**config.mk**
```make
export PLATFORM = sky130hd
export DESIGN_NAME = seg_scan_driver
export DESIGN_NICKNAME = d
export VERILOG_FILES = /design/src/rtl/seg_pkg.sv /design/src/rtl/seg_scan_driver_hex_decode.sv /design/src/rtl/seg_scan_driver.sv
export SDC_FILE = /design/constraint.sdc
export NUM_CORES = 1
export LEC_CHECK = 0
export CAP_MARGIN = 20
export CORE_MARGIN = 2
export CORE_UTILIZATION = 40
export CTS_CLUSTER_SIZE = 10
export DETAILED_ROUTE_END_ITERATION = 16
export GPL_ROUTABILITY_DRIVEN = 0
export PLACE_DENSITY_LB_ADDON = 0.08
export SLEW_MARGIN = 20
export SYNTH_ARGS = -nofsm -noshare
export SYNTH_HDL_FRONTEND = slang
export SYNTH_SLANG_ARGS = --single-unit
export TNS_END_PERCENT = 100
```
**constraint.sdc**
```tcl
create_clock -name clock -period 6 [get_ports clock]
set_clock_uncertainty 0.05 [all_clocks]
set_input_delay 0.9 -clock clock [delete_from_list [all_inputs] [get_ports clock]]
set_output_delay 0.9 -clock clock [all_outputs]
set_load 0.01 [all_outputs]
```
**src/rtl/seg_pkg.sv**
```systemverilog
// Shared constants, hex font and shadow record for the multiplexed 7-segment driver.
package seg_pkg;

  localparam int unsigned MAX_DIGITS = 8;
  localparam int unsigned PWM_BITS   = 4;
  localparam int unsigned IDX_MAX_W  = 3;
  localparam int unsigned VAL_W      = 4 * MAX_DIGITS;

  // Active-high {g,f,e,d,c,b,a}; entry 15 first (F, E, d, C, b, A, 9 .. 0)
  localparam logic [15:0][6:0] HEX_FONT = {
    7'h71, 7'h79, 7'h5E, 7'h39, 7'h7C, 7'h77, 7'h6F, 7'h7F,
    7'h07, 7'h7D, 7'h6D, 7'h66, 7'h4F, 7'h5B, 7'h06, 7'h3F
  };

  typedef struct packed {
    logic [VAL_W-1:0]      value;
    logic [MAX_DIGITS-1:0] dp;
    logic [MAX_DIGITS-1:0] blank;
  } shadow_t;

endpackage

```
**src/rtl/seg_scan_driver_hex_decode.sv**
```systemverilog
// Combinational nibble-to-segment lookup (active-high {g..a}).
module seg_hex_decode
  import seg_pkg::*;
(
  input  logic [3:0] nibble_i,
  output logic [6:0] seg_c_o
);

  assign seg_c_o = HEX_FONT[nibble_i];

endmodule

```
**src/rtl/seg_scan_driver.sv**
```systemverilog
// Multiplexed hex 7-segment scanner with PWM brightness, dead time and frame-synchronous loading.
// Optional SEG_LEADING_ZERO_BLANK_EN: automatic blanking of leading zero digits.
module seg_scan_driver
  import seg_pkg::*;
#(
  parameter int unsigned DIGITS         = 4,
  parameter int unsigned DIV_BITS       = 18,
  parameter bit          SEG_ACTIVE_LOW = 1'b1,
  parameter bit          AN_ACTIVE_LOW  = 1'b1
) (
  input  logic                  clock,
  input  logic                  reset,
  input  logic [4*DIGITS-1:0]   value,
  input  logic                  load,
  input  logic [DIGITS-1:0]     dp_in,
  input  logic [DIGITS-1:0]     blank_in,
  input  logic [PWM_BITS-1:0]   brightness,
  output logic [6:0]            seg,
  output logic                  dp,
  output logic [DIGITS-1:0]     an,
  output logic                  frame_done
);

  localparam int unsigned        IDX_W    = (DIGITS > 1) ? $clog2(DIGITS) : 1;
  localparam logic [IDX_W-1:0]   IDX_LAST = IDX_W'(DIGITS - 1);
  localparam logic [6:0]         SEG_POL  = {7{SEG_ACTIVE_LOW}};
  localparam logic [DIGITS-1:0]  AN_POL   = {DIGITS{AN_ACTIVE_LOW}};

  logic [DIV_BITS-1:0]  prescaler_q;
  logic [IDX_W-1:0]     idx_q, idx_d;
  logic [IDX_MAX_W-1:0] idx_w;
  shadow_t              shadow_q, shadow_d, pending_q, pending_d, load_word;
  logic                 pending_valid_q, pending_valid_d;
  logic                 tick, wrap, slot_on;
  logic [PWM_BITS-1:0]  phase;
  logic [3:0]           nibble;
  logic [6:0]           font_seg, seg_act;
  logic                 blank_bit, dp_act;
  logic [DIGITS-1:0]    an_act;
  logic [6:0]           seg_q;
  logic                 dp_q, frame_done_q;
  logic [DIGITS-1:0]    an_q;

  assign tick    = &prescaler_q;
  assign wrap    = tick && (idx_q == '0);
  assign phase   = prescaler_q[DIV_BITS-1 -: PWM_BITS];
  assign slot_on = (phase != '0) && (phase <= brightness);
  assign idx_w   = IDX_MAX_W'(idx_q);

  always_comb begin
    load_word       = '0;
    load_word.value = VAL_W'(value);
    load_word.dp    = MAX_DIGITS'(dp_in);
    load_word.blank = MAX_DIGITS'(blank_in);
  end

  // Scan index and tear-free shadow update: shadow only changes at frame wrap
  always_comb begin
    idx_d           = idx_q;
    shadow_d        = shadow_q;
    pending_d       = pending_q;
    pending_valid_d = pending_valid_q;
    if (tick) begin
      idx_d = (idx_q == '0) ? IDX_LAST : idx_q - IDX_W'(1);
    end
    if (wrap) begin
      if (load) begin
        shadow_d = load_word;
      end else if (pending_valid_q) begin
        shadow_d = pending_q;
      end
      pending_valid_d = 1'b0;
    end else if (load) begin
      pending_d       = load_word;
      pending_valid_d = 1'b1;
    end
  end

  assign nibble = shadow_q.value[{idx_w, 2'b00} +: 4];

  seg_hex_decode u_hex_decode (
    .nibble_i (nibble),
    .seg_c_o  (font_seg)
  );

`ifdef SEG_LEADING_ZERO_BLANK_EN
  logic [MAX_DIGITS-1:0] lz_q, lz_d;
  logic                  all_zero;

  // Digits above the highest nonzero nibble; digit 0 always shown
  always_comb begin
    lz_d     = '0;
    all_zero = 1'b1;
    for (int i = int'(MAX_DIGITS) - 1; i >= 1; i--) begin
      if (i < int'(DIGITS)) begin
        all_zero = all_zero && (shadow_d.value[4*i +: 4] == 4'h0);
        lz_d[i]  = all_zero;
      end
    end
  end

  always_ff @(posedge clock or posedge reset) begin
    if (reset) begin
      lz_q <= '0;
    end else begin
      lz_q <= lz_d;
    end
  end

  assign blank_bit = shadow_q.blank[idx_w] | lz_q[idx_w];
`else
  assign blank_bit = shadow_q.blank[idx_w];
`endif

  assign seg_act = blank_bit ? 7'h00 : font_seg;
  assign dp_act  = shadow_q.dp[idx_w] && !blank_bit;
  assign an_act  = slot_on ? (DIGITS'(1) << idx_q) : '0;

  // State and output registers; polarity applied only here
  always_ff @(posedge clock or posedge reset) begin
    if (reset) begin
      prescaler_q     <= '0;
      idx_q           <= IDX_LAST;
      shadow_q        <= '0;
      pending_q       <= '0;
      pending_valid_q <= 1'b0;
      an_q            <= AN_POL;
      seg_q           <= SEG_POL;
      dp_q            <= SEG_ACTIVE_LOW;
      frame_done_q    <= 1'b0;
    end else begin
      prescaler_q     <= prescaler_q + DIV_BITS'(1);
      idx_q           <= idx_d;
      shadow_q        <= shadow_d;
      pending_q       <= pending_d;
      pending_valid_q <= pending_valid_d;
      an_q            <= an_act ^ AN_POL;
      seg_q           <= seg_act ^ SEG_POL;
      dp_q            <= dp_act ^ SEG_ACTIVE_LOW;
      frame_done_q    <= wrap;
    end
  end

  assign seg        = seg_q;
  assign dp         = dp_q;
  assign an         = an_q;
  assign frame_done = frame_done_q;

endmodule

```
==> metrics <==
TritonCTS clock tree built; clock sink count 82; H-Tree Depth 3; stages on the worst setup path 8; max_slew headroom a little over two fifths; syn nets 366; Critical Path AT roughly 3.4 ns; via count between 2,000 and 3,000; sequential power share between 50% and 60%; Syn-to-layout area delta 16.7%; area of the die between 10,000 and 15,000 um2; Hold WS approximately 0.4 ns; Worst path most repeated cell buf_4; Ant. Diodes 0; Pleak about 2.1 nW; EDFF count, synth 0; clock root buffer clkbuf_8; pwr dens between 200 and 250 nW/um2; max-slew violations 0; startpoint types flop; worst slack, placed between 2 and 3 ns; vias in the first global route approximately 2,600; Sw Share a little under a quarter; critical path, cell by cell ha_1 -> nand3_1 -> nor3_4 -> and4_1 -> buf_4 -> nand2b_1 -> buf_4 -> mux2_2; CTS Buf Count 9; total core area between 9000 and 10,000 um2; status finished, final reports clean; setup_tns 0 ns; I/O Buffers 43; final hold violations 0; insertion delay to the later sink of the worst-skew pair approximately 0.35 ns; Hold Path Cell Cnt 1; worst-margin pin slew ~0.86 ns; Hold/Removal Path Class flop to flop; Iter 0 DRT Violations 102; Mapped Cells 320; clock-pin slew on the worst setup and hold paths ~0.090 ns; DRC Markers 0; setup violators final 0; Seq/Total Area, Yosys roughly half; Area contributors post-synth dfrtp_1 (42%), dfstp_2 (9.0%), mux2_4 (7.3%), mux2i_1 (4.9%), ha_1 (4.6%); drt first pass iters 4; hold buffers post-CTS 0; Critical-path top delay cell nand2b_1; DP HPWL around 5400 um; net load switching power approximately 0.00024 W; Mapped Area 4100 um2; delay-heaviest family, CP simple AND/OR/NAND/NOR gates; WS Path Type flop to flop; share of cells above drive strength 1 between 20% and 30%; num rows 36; Syn Area/Cell about 13 um2; required time of the critical path 6.18 ns; MaxCap Viol Count 0; top cell type's share of synthesized area a little over 40%; CTS max path bufs 2; wire per inst around 16 um; crit path max fanout 28; area leader, netlist dfrtp_1; Boundary Pins 44; die width roughly 110 um; Post-CTS Resized 0; Synth cell types between 40 and 50; ys flop type dfrtp_1; async set-or-reset flop fraction in the synthesized netlist 100%; f_max between 300 and 400 MHz; filler instances 895; largest net degree at the start of global routing 83; #FFs+latches synth between 80 and 90; CP Capture Type flop; fin crit share 54.3%; RSZ-0062 raised after global routing false; Setup WS post-layout 2.74 ns; GR Util All Layers between 15 and 20%; combinational power share ~8.8%; Chip Height between 100 and 150 um; crit path buf inv count 2; reg2reg path depth 8; Tmin final approximately 3.3 ns; ANT nets after route 0; worst vdd ir between 80 and 90 uV; initial antenna violation count 0; Initial Util ~42%; final wirelength 8060 um; buffer count from post-CTS setup fixing 0; internal power between 0.0007 and 0.0008 W; slowest stage delay, CP between 0.5 and 0.6 ns; Syn. warnings 0; clock share of power approximately 36%; vias per cell 5.13; grt total ovfl 0; first-pass GRT wire length approximately 13,000 um; Final nets roughly 410
[state kept, by name, indices dropped and copies added (netlist names)]
| register | flops |
|---|---|
| pending_valid_q | 1 |
| pending_q | 24 |
| idx_q | 2 |
| shadow_q | 24 |
| an | 4 |
| dp | 1 |
| seg | 7 |
| prescaler_q | 18 |
| frame_done | 1 |
[final timing paths]
| kind | end | slack (ns) | from |
|---|---|---|---|
| setup / recovery | pending_q[0] | 2.74 | prescaler_q[0] |
| hold / removal | prescaler_q[0] | 0.40 | prescaler_q[0] |
| setup reg to reg | pending_q[0] | 2.74 | prescaler_q[0] |
| hold reg to reg | prescaler_q[0] | 0.40 | prescaler_q[0] |
| max in group asynchronous | shadow_q[8] | 4.37 | reset |
| min in group asynchronous | frame_done | 1.03 | reset |
[cell usage after synthesis (4+ instances only)]
cell type and count:
xor2_1 5, mux2i_1 20, a21oi_1 7, o221a_2 8, nor3_1 5, nand3_1 7
nor2_1 7, nand4_1 4, mux4_2 5, a2bb2oi_1 16, nand3b_1 4, nand2b_1 19
mux2_4 20, o32a_1 4, clkbuf_1 8, xnor2_1 11, ha_1 15, dfstp_2 14
inv_1 15, nand2_1 13, mux2_2 5, dfrtp_1 68
[layer usage]
layer  routed length, um  GRT usage (%)
met5                   0              0
met4                  93           5.71
met3                 237           3.40
met2                3370           21.7
met1                4360           23.9
[power groups by stage]
stage | combinational [W] | sequential [W] | clock [W]
floorplan | 0.0000617 | 0.000585 | 0
global placement | 0.0000921 | 0.000587 | 0
detailed placement | 0.0000940 | 0.000587 | 0
CTS | 0.0000942 | 0.000577 | 0.000382
global route | 0.000101 | 0.000579 | 0.000407
finish | 0.0000918 | 0.000577 | 0.000369
[kinds of logic (layout without fill, tap and decap cells)]
| kind of cell | Yosys count | in the layout | share of synthesized area [%] |
|---|---|---|---|
| muxes | 50 | 50 | 16.3 |
| xor gates and xnor gates | 16 | 16 | 3.42 |
| AOI/OAI and AO/OA | 49 | 49 | 9.86 |
| adders and majority gates | 15 | 15 | 4.58 |
| and+or+nand+nor | 77 | 77 | 11.0 |
| DFF | 82 | 82 | 50.5 |
| buffers and inverters | 31 | 78 | 4.33 |
[per-stage QoR]
stage / cells / utilization (%) / power, W / instance area (um2)
finish: 500 / 48.5 / 0.00104 / 4790
global route: 500 / 48.5 / 0.00109 / 4790
CTS: 500 / 48.5 / 0.00105 / 4780
detailed placement: 484 / 46.7 / 0.000681 / 4610
global placement: 484 / 46.7 / 0.000679 / 4610
floorplan: 320 / - / 0.000646 / 4100
[worst reg2reg max path: cells and delay by family (launching register included)]
kind / cells / cell delay, ns
simple gates: 4 / 1.44
buf+inv: 2 / 0.72
flops: 1 / 0.37
mux: 1 / 0.37
fa+ha+maj: 1 / 0.19
[final cells by class]
cell class / count / area (um2) / area share [%]
flip-flops and latches: 82 / 2070 / 43.2
multi-input cells: 207 / 1850 / 38.7
well taps: 133 / 166 / 3.48
clock buffers: 14 / 163 / 3.40
repair buffers: 47 / 464 / 9.70
inverters: 15 / 57.6 / 1.20
clock inverters: 2 / 12.5 / 0.261
[layout by cell type, fill, tap and decap left out, types with 4 or more instances in the layout]
cell type / Yosys / layout
clkbuf_8: 0 / 11
xor2_1: 5 / 5
inv_1: 15 / 14
dfrtp_1: 68 / 68
nand3_1: 7 / 7
nor3_1: 5 / 5
nand2_1: 13 / 13
o32a_1: 4 / 4
a21oi_1: 7 / 7
mux2_4: 20 / 20
mux2i_1: 20 / 20
mux4_2: 5 / 5
nor2_1: 7 / 7
dfstp_2: 14 / 14
nand3b_1: 4 / 4
clkdlybuf4s50_1: 0 / 43
xnor2_1: 11 / 11
o221a_2: 8 / 8
ha_1: 15 / 15
nand4_1: 4 / 4
mux2_2: 5 / 5
nand2b_1: 19 / 19
a2bb2oi_1: 16 / 16
(Power assumes the default switching activity.)
